<file path="config.mk">
export PLATFORM = sky130hd
export DESIGN_NAME = sipo_deserializer
export DESIGN_NICKNAME = d
export VERILOG_FILES = /design/src/rtl/sipo_pkg.sv /design/src/rtl/sipo_shreg.sv /design/src/rtl/sipo_deserializer.sv
export SDC_FILE = /design/constraint.sdc
export NUM_CORES = 1
export LEC_CHECK = 0
export ABC_CLOCK_PERIOD_IN_PS = 1800
export CORE_MARGIN = 3
export CORE_UTILIZATION = 35
export CTS_BUF_LIST = sky130_fd_sc_hd__clkbuf_4 sky130_fd_sc_hd__clkbuf_8
export DETAILED_ROUTE_END_ITERATION = 8
export GPL_ROUTABILITY_DRIVEN = 0
export GPL_TIMING_DRIVEN = 0
export PLACE_DENSITY = 0.57
export SLEW_MARGIN = 20
export SYNTH_ARGS = -nofsm -noshare
export SYNTH_HDL_FRONTEND = slang
export SYNTH_HIERARCHICAL = 1
export SYNTH_SLANG_ARGS = --single-unit
export TNS_END_PERCENT = 20
</file>
<file path="constraint.sdc">
create_clock -name clk -period 1.8 [get_ports clk]
set_input_delay 0.27 -clock clk [delete_from_list [all_inputs] [get_ports clk]]
set_output_delay 0.27 -clock clk [all_outputs]
set_load 0.005 [all_outputs]
</file>
<file path="src/rtl/sipo_pkg.sv">
// Shared types and constants for the SIPO deserializer (FSM state encoding,
// default word width, bit-counter sizing).
package sipo_pkg;

  localparam int DEFAULT_DATA_W = 16;

  typedef enum logic [1:0] {
    IDLE  = 2'd0,
    SHIFT = 2'd1,
    PAR   = 2'd2
  } sipo_state_e;

  // One extra bit so the counter can hold DATA_W itself without wrapping.
  function automatic int cnt_width(input int data_w);
    return $clog2(data_w) + 1;
  endfunction

endpackage

</file>
<file path="src/rtl/sipo_shreg.sv">
// Shift/insert datapath for the SIPO deserializer. word_d_o is the register's
// next-state value, so the FSM can latch a completed word on the same edge.
module sipo_shreg
  import sipo_pkg::*;
#(
  parameter int DATA_W    = DEFAULT_DATA_W,
  parameter bit MSB_FIRST = 1'b1
) (
  input  logic              clk,
  input  logic              rst_n,
  input  logic              load_i,
  input  logic              shift_i,
  input  logic              bit_i,
  output logic [DATA_W-1:0] word_d_o
);

  logic [DATA_W-1:0] sh_q;
  logic [DATA_W-1:0] sh_d;
  logic [DATA_W-1:0] shifted;
  logic [DATA_W-1:0] fresh;

  always_comb begin
    if (MSB_FIRST) begin
      shifted = {sh_q[DATA_W-2:0], bit_i};
      fresh   = {{(DATA_W-1){1'b0}}, bit_i};
    end else begin
      shifted = {bit_i, sh_q[DATA_W-1:1]};
      fresh   = {bit_i, {(DATA_W-1){1'b0}}};
    end
  end

  always_comb begin
    // NOTE: default first so every path assigns sh_d and no latch is inferred.
    sh_d = sh_q;
    if (load_i) begin
      sh_d = fresh;
    end else if (shift_i) begin
      sh_d = shifted;
    end
  end

  // NOTE: non-blocking for registered state so all flops update together.
  always_ff @(posedge clk or negedge rst_n) begin
    if (!rst_n) begin
      sh_q <= '0;
    end else begin
      sh_q <= sh_d;
    end
  end

  assign word_d_o = sh_d;

endmodule

</file>
<file path="src/rtl/sipo_deserializer.sv">
// Framed serial-in, parallel-out deserializer with one-cycle ld strobe.
// Define SIPO_PARITY_EN to add an even-parity bit per frame and a par_err port.
module sipo_deserializer
  import sipo_pkg::*;
#(
  parameter int DATA_W    = DEFAULT_DATA_W,
  parameter bit MSB_FIRST = 1'b1
) (
  input  logic              clk,
  input  logic              rst_n,
  input  logic              sin,
  input  logic              sin_valid,
  input  logic              sin_start,
  output logic [DATA_W-1:0] data_out,
  output logic              ld,
  output logic              busy,
  output logic              frame_err
`ifdef SIPO_PARITY_EN
  ,
  output logic              par_err
`endif
);

  localparam int              CNT_W    = cnt_width(DATA_W);
  localparam logic [CNT_W-1:0] LAST_IDX = CNT_W'(DATA_W - 1);
  localparam logic [CNT_W-1:0] CNT_ONE  = CNT_W'(1);

  sipo_state_e       state_q;
  logic [CNT_W-1:0]  cnt_q;
  logic [DATA_W-1:0] data_q;
  logic              ld_q;
  logic              busy_q;
  logic              frame_err_q;
`ifdef SIPO_PARITY_EN
  logic              par_err_q;
`endif

  logic              start_hit;
  logic              shift_en;
  logic [DATA_W-1:0] word_d;

  // A start always reloads the datapath, so an abort discards the partial word.
  assign start_hit = sin_valid & sin_start;
  assign shift_en  = sin_valid & ~sin_start & (state_q == SHIFT);

  sipo_shreg #(
    .DATA_W   (DATA_W),
    .MSB_FIRST(MSB_FIRST)
  ) u_shreg (
    .clk     (clk),
    .rst_n   (rst_n),
    .load_i  (start_hit),
    .shift_i (shift_en),
    .bit_i   (sin),
    .word_d_o(word_d)
  );

  always_ff @(posedge clk or negedge rst_n) begin
    if (!rst_n) begin
      state_q     <= IDLE;
      cnt_q       <= '0;
      data_q      <= '0;
      ld_q        <= 1'b0;
      busy_q      <= 1'b0;
      frame_err_q <= 1'b0;
`ifdef SIPO_PARITY_EN
      par_err_q   <= 1'b0;
`endif
    end else begin
      ld_q        <= 1'b0;
      frame_err_q <= 1'b0;
`ifdef SIPO_PARITY_EN
      par_err_q   <= 1'b0;
`endif
      if (start_hit) begin
        frame_err_q <= (state_q != IDLE);
        state_q     <= SHIFT;
        cnt_q       <= CNT_ONE;
        busy_q      <= 1'b1;
      end else if (sin_valid) begin
        case (state_q)
          SHIFT: begin
            if (cnt_q == LAST_IDX) begin
`ifdef SIPO_PARITY_EN
              state_q <= PAR;
              cnt_q   <= cnt_q + CNT_ONE;
`else
              data_q  <= word_d;
              ld_q    <= 1'b1;
              state_q <= IDLE;
              cnt_q   <= '0;
              busy_q  <= 1'b0;
`endif
            end else begin
              cnt_q <= cnt_q + CNT_ONE;
            end
          end
          PAR: begin
`ifdef SIPO_PARITY_EN
            // The shifter is frozen in PAR, so word_d is the received word.
            if (^{word_d, sin}) begin
              par_err_q <= 1'b1;
            end else begin
              data_q <= word_d;
              ld_q   <= 1'b1;
            end
`endif
            state_q <= IDLE;
            cnt_q   <= '0;
            busy_q  <= 1'b0;
          end
          default: begin
            // Valid bits without a start are dropped while idle.
          end
        endcase
      end
    end
  end

  assign data_out  = data_q;
  assign ld        = ld_q;
  assign busy      = busy_q;
  assign frame_err = frame_err_q;
`ifdef SIPO_PARITY_EN
  assign par_err   = par_err_q;
`endif

endmodule
</file>
==> flow_summary.yaml, run 1 <==
setup_path:
  cp-start-kind: "register"
  cp.arrival_ns: 1.89
  critPathRequiredTime_ns: 1.98
  path_class: "register to register"
  rr_worst_depth: 7
  cp-end-kind: "register"
  worstPathMaxFanout: 9
  reg2reg_to: "data_out[0]"
  r2r-start: "state_q[0]"
  reg2reg_slack_ns: 0.1
timing:
  finalWorstSetupSlack_ns: 0.0965
  fin_skew_ns: 0.00557
  timing.fmax_mhz: 587
  finalCriticalPeriod_ns: 1.70
  finalCritPeriodShare_pct: 94.6
  worstMarginPinSlew_ns: 0.430
  maxSlewHeadroom_pct: 71.3
  hold_viol: 0
  drv_slew: 0
  final-setup-viol-count: 0
  fin_setup_tns_ns: 0
synthesis:
  postSynthAreaPerCell_um2: 13.9
  synth-seq-area-share_pct: 58.4
  ys_types: 32
  syn_area_um2: 1720
  synth_nets: 129
  ys_ff_latch: 40
  syn_inst: 123
  yosysWarningCount: 6
finish:
  syn2layout_area_growth_pct: 29.8
  n_antenna_cell: 0
  final_nets: 166
  drive_above_1_share_pct: 26.7
drt:
  ant_nets: 0
  wl_per_cell_um: 13.4
  drtIter0Drc: 34
  totalWireLength_mm: 3.04
  num_vias: 1055
  drc_errors: 0
  first_pass_iters: 4
  avgViaCountPerCell: 4.67
clocking:
  clk_pin_slew_ns: 0.08
  htree_levels: 2
  clk-insertion-delay-late_ns: 0.29
  cts.sinks: 40
  cts-root-buf: "clkbuf_8"
  cts_buffers: 5
  cts_tree: "yes"
  clockBufferDepth: 2
run:
  maxCapViolCount: 0
power_and_ir_drop:
  power_density_nw_per_um2: 880
  power.leakage_nw: 1.07
  ir_drop_uv: 488
placed_design:
  port_buffers: 22
  dpl.hpwl_mm: 2.06
  dp_slack_ns: -0.298
status:
  outcome: "complete, no violations"
floorplanning:
  die_w_um: 76.0
  core_area_um2: 4530
  dieArea_um2: 5780
  rows: 24
  ios: 24
  initial_core_util_pct: 37.8
  die_height_um: 76.0
global_route:
  first_global_vias: 1011
  grt_start_max_net_pins: 32
  grt_pass1_wl_mm: 5.04
  grt_overflow_total: 0
  track_usage_pct: 11.1
  antenna_found_initial: 0
hold_path:
  hold_path.class: "input pin to asynchronous set/reset pin"
cells in the final DEF, fill, tap and decap left out, types with 2 or more instances in the layout:
master / Yosys / routed
buf_4: 0 / 6
o21ai_0: 5 / 5
mux2_2: 7 / 7
nor2_1: 18 / 18
dfrtp_1: 40 / 40
buf_12: 2 / 3
a21oi_1: 2 / 2
buf_2: 1 / 2
mux2i_1: 15 / 15
clkbuf_8: 0 / 7
clkdlybuf4s50_1: 0 / 20
mux2_4: 9 / 9
sequential cells by signal (all words and copies together) (netlist names):
register	count
cnt_q	5
u_shreg/sh_q	16
state_q	1
ld	1
data_out	16
frame_err	1
cell type report:
type | instances | area, um^2
Multi-Input combinational cell | 75 | 648
Clock buffer | 7 | 96.3
Clock inverter | 1 | 30.0
Inverter | 1 | 3.75
Sequential cell | 40 | 1000
Timing Repair Buffer | 30 | 293
Tap cell | 65 | 81.3
Buffer | 7 | 72.6
Fill cell | 400 | 2310
critical path, cell delays in order (launching register included):
cell	delay (ns)
dfrtp_1	0.39
clkbuf_4	0.18
nand2_4	0.10
nor2_1	0.05
buf_6	0.15
nor2_1	0.11
mux2_1	0.34
mux2_2	0.27
cells in the mapped netlist (all sizes together):
master	count	share of area (%)
and2	1	0.36
nor2	18	3.9
or2b	1	0.44
o2bb2ai	1	0.51
nand3	1	0.29
nor3	1	0.95
o21ai	5	1.5
a21oi	2	0.58
nand4	1	0.36
or4b	1	0.58
and3	1	0.36
o211ai	1	0.44
ha	1	0.73
and4b	1	0.66
inv	1	0.22
nand4b	2	1.9
o21a	1	0.44
dfrtp	40	58
clkbuf	3	0.80
mux2	17	13
mux2i	15	8.8
buf	4	3.3
nand2b	1	0.36
nand2	2	0.58
a41oi	1	0.51
cells by family after synthesis:
family,count (synthesis),synth area share [%]
flip-flops,40,58.4
multiplexers,32,21.9
AND/OR/NAND/NOR,31,10.8
AO/OA/AOI/OAI,11,3.94
buffers and inverters,8,4.30
adder cells (fa/ha/maj),1,0.729
routing by layer:
| metal | part of all wire (%) | vias to the layer above | track usage [%] |
|---|---|---|---|
| met5 | 0 | - | 0 |
| met4 | 1.4 | 0 | 4.35 |
| met3 | 5.0 | 6 | 4.37 |
| met2 | 48 | 28 | 16.0 |
| met1 | 46 | 519 | 15.0 |
| li1 | - | 502 | - |
what timing repair did:
action | in CTS | in global routing
pin swaps | 1 | 1
setup endpoints to repair | 9 | 16
hold buffers | 1 | 0
hold endpoints to repair | 9 | 0
buffers inserted | 2 | 4
gates resized for setup | 0 | 5
how the worst max path moves through the flow:
stage | startpoint | end | slack (ns) | cells past startpoint
2_1_floorplan | state_q[0] | data_out[0] | 0.14 | 7
3_5_place_dp | sin_valid | data_out[10] | -0.30 | 5
4_1_cts | cnt_q[0] | data_out[15] | 0.03 | 5
5_1_grt | state_q[0] | data_out[4] | -0.008 | 8
6_report | state_q[0] | data_out[0] | 0.1 | 7
3_3_place_gp | rst_n | data_out[1] | -0.56 | 1
power by group:
part	total [mW]	internal [mW]	switching [mW]	leakage, nW
registers	0.987	0.939	0.0483	0.544
logic	0.172	0.0862	0.0854	0.458
clock network	0.799	0.489	0.310	0.0645
total	1.96	1.51	0.444	1.07
metrics by stage:
stage	instance area, um^2	power [mW]	utilization [%]	hold slack (ns)	std cells
finish	2230	1.96	49.1	0.377	226
global route	2230	2.04	49.1	0.389	226
CTS	2180	1.98	48.2	0.381	222
detailed placement	2030	1.17	44.8	0.158	211
global placement	2020	1.15	44.5	0.476	210
floorplan	1720	1.10	-	-0.0256	123
No activity file was read; power rests on OpenSTA's default activity.
==> run 2, diff against run 1 <==
--- a/config.mk
+++ b/config.mk
@@ -8,7 +8,6 @@
 export ABC_CLOCK_PERIOD_IN_PS = 1800
 export CORE_MARGIN = 3
 export CORE_UTILIZATION = 35
-export CTS_BUF_LIST = sky130_fd_sc_hd__clkbuf_4 sky130_fd_sc_hd__clkbuf_8
 export DETAILED_ROUTE_END_ITERATION = 8
 export GPL_ROUTABILITY_DRIVEN = 0
 export GPL_TIMING_DRIVEN = 0
==> results of run 2 <==
The final DEF is identical to that of run 1; final timing and power are the same.
==> run 3, diff against run 2 <==
--- a/config.mk
+++ b/config.mk
@@ -6,7 +6,6 @@
 export NUM_CORES = 1
 export LEC_CHECK = 0
 export ABC_CLOCK_PERIOD_IN_PS = 1800
-export CORE_MARGIN = 3
 export CORE_UTILIZATION = 35
 export DETAILED_ROUTE_END_ITERATION = 8
 export GPL_ROUTABILITY_DRIVEN = 0
==> constraint.sdc (replaced) <==
create_clock -name clk -period 1.8 [get_ports clk]
set_input_delay 0.27 -clock clk [delete_from_list [all_inputs] [get_ports clk]]
set_output_delay 0.27 -clock clk [all_outputs]
set_load 0.01 [all_outputs]
==> run 3 against run 2 <==
  * Clock skew is 0.00090 ns higher
  * Sequential cell count did not move
  * Final area is 0.28% lower
  * Hold slack better by 0.019 ns
  * Critical endpoint is now data_out[4]
  * Largest cell class unchanged
  * Highest routed layer unchanged
==> flow_summary.yaml, run 3 (same netlist as run 1, synthesis figures left out) <==
status:
  outcome: "complete, no violations"
floorplanning:
  rows: 25
  die_height_um: 72.0
  initial_core_util_pct: 36.3
  ios: 24
  dieArea_um2: 5190
  die_w_um: 72.0
  core_area_um2: 4720
drt:
  wl_per_cell_um: 13.4
  wl_met2_mm: 1.47
  totalWireLength_mm: 3.02
  wl_met1_mm: 1.39
  wl_met3_um: 113
  ant_nets: 0
  num_vias: 1026
  highest_layer: "met4"
  drc_errors: 0
  drtIter0Drc: 21
  avgViaCountPerCell: 4.54
  first_pass_iters: 4
setup_path:
  cp-end-kind: "register"
  cp.arrival_ns: 1.90
  worstPathMaxFanout: 10
  cp-start-kind: "register"
  crit_buf_inv: 2
  crit_slowest_cell: "dfrtp_1"
  critPathRequiredTime_ns: 1.98
  path_class: "register to register"
  path_cells: "ha_4 -> nand4b_4 -> nor3_4 -> buf_12 -> buf_12 -> mux2_4"
  crit_family: "flip-flops"
  cp_common_cell: "buf_12"
  slowest_delay_ns: 0.46
finish:
  nFillCells: 425
  fin_area_um2: 2220
  layout_common_cells: "dfrtp_1, clkdlybuf4s50_1, nor2_1"
  multi_input_area_um2: 661
  drive_above_1_share_pct: 26.4
  regArea_um2: 1000
  final_nets: 164
  n_antenna_cell: 0
  syn2layout_area_growth_pct: 29.4
  final_common_cell: "dfrtp_1"
timing:
  fin_setup_tns_ns: 0
  drv_slew: 0
  maxSlewHeadroom_pct: 69.2
  holdWs_ns: 0.396
  timing.fmax_mhz: 579
  finalCritPeriodShare_pct: 96.0
  finalCriticalPeriod_ns: 1.73
  fin_skew_ns: 0.00646
  worstMarginPinSlew_ns: 0.462
  hold_viol: 0
  finalWorstSetupSlack_ns: 0.0724
  final-setup-viol-count: 0
global_route:
  grt_overflow_total: 0
  grt_pass1_wl_mm: 4.93
  antenna_found_initial: 0
  track_usage_pct: 12.7
  grt_start_max_net_pins: 25
  first_global_vias: 1108
run:
  maxCapViolCount: 0
clocking:
  cts-root-buf: "clkbuf_8"
  cts.sinks: 40
  cts_tree: "yes"
  clk-insertion-delay-late_ns: 0.29
  clockBufferDepth: 2
  htree_levels: 2
  cts_buffers: 5
  clk_pin_slew_ns: 0.08
power_and_ir_drop:
  total_power_mw: 1.76
  power.leakage_nw: 1.05
  ir_drop_uv: 443
  power_density_nw_per_um2: 793
placed_design:
  dpl.hpwl_mm: 1.97
  placed_cell_area_um2: 2040
  dp_slack_ns: -0.281
  port_buffers: 22
hold_path:
  hold_path.class: "input pin to register"
## run 3: cell count changes in the layout (fill, tap and decap cells not counted), sizes merged
| cell | change |
|---|---|
| bufinv | -1 |
| clkinv | +3 |
| buf | -2 |
| clkbuf | -2 |
## run 3: final timing paths
kind	from	slack, ns	cells after the start	end
max reg2reg	cnt_q[0]	0.07	6	data_out[4]
max in group asynchronous	rst_n	0.89	3	data_out[13]
min	sin_valid	0.40	3	cnt_q[1]
min reg2reg	cnt_q[4]	0.50	1	cnt_q[4]
min in group asynchronous	rst_n	0.44	2	ld
max	cnt_q[0]	0.07	6	data_out[4]
## run 3: power by group
| group | total (mW) | internal, mW | switching (mW) | leakage, nW |
|---|---|---|---|---|
| Clock | 0.589 | 0.270 | 0.318 | 0.0479 |
| Sequential | 0.990 | 0.939 | 0.0510 | 0.544 |
| Combinational | 0.183 | 0.0925 | 0.0905 | 0.458 |
| Total | 1.76 | 1.30 | 0.460 | 1.05 |
## run 3: metrics by stage
| stage | std cells | util (%) |
|---|---|---|
| global route | 226 | 47.0 |
| global placement | 212 | 42.8 |
| floorplan | 123 | - |
| CTS | 225 | 46.3 |
| detailed placement | 213 | 43.2 |
| finish | 226 | 47.0 |
## run 3: tightest hold or removal path, delay by kind of cell
family                 cells  cell delay [ns]
AOI/OAI and AO/OA          1             0.07
buffers and inverters      1             0.20
and+or+nand+nor            1             0.10
## run 3: final cells by class
| cell class | instances | share of cell area (%) |
|---|---|---|
| clock buffer | 5 | 3.10 |
| timing repair buffer | 28 | 14.0 |
| sequential | 40 | 45.1 |
| buffer | 7 | 3.27 |
| tap | 67 | 3.78 |
| inverter | 1 | 0.169 |
| multi-input combinational | 75 | 29.8 |
| clock inverter | 3 | 0.846 |
## run 3: what timing repair did
item,CTS,global route
setup endpoints to repair,16,15
gates cloned,0,0
hold buffers,1,0
buffers inserted,3,1
pin swaps,1,0
resized for setup,0,7
endpoints found under the hold margin,16,0
## run 3: metal layers
metal	GRT usage [%]	up-vias
met5	0	-
met4	7.41	0
met3	3.75	5
met2	20.9	19
met1	14.8	507
li1	-	495
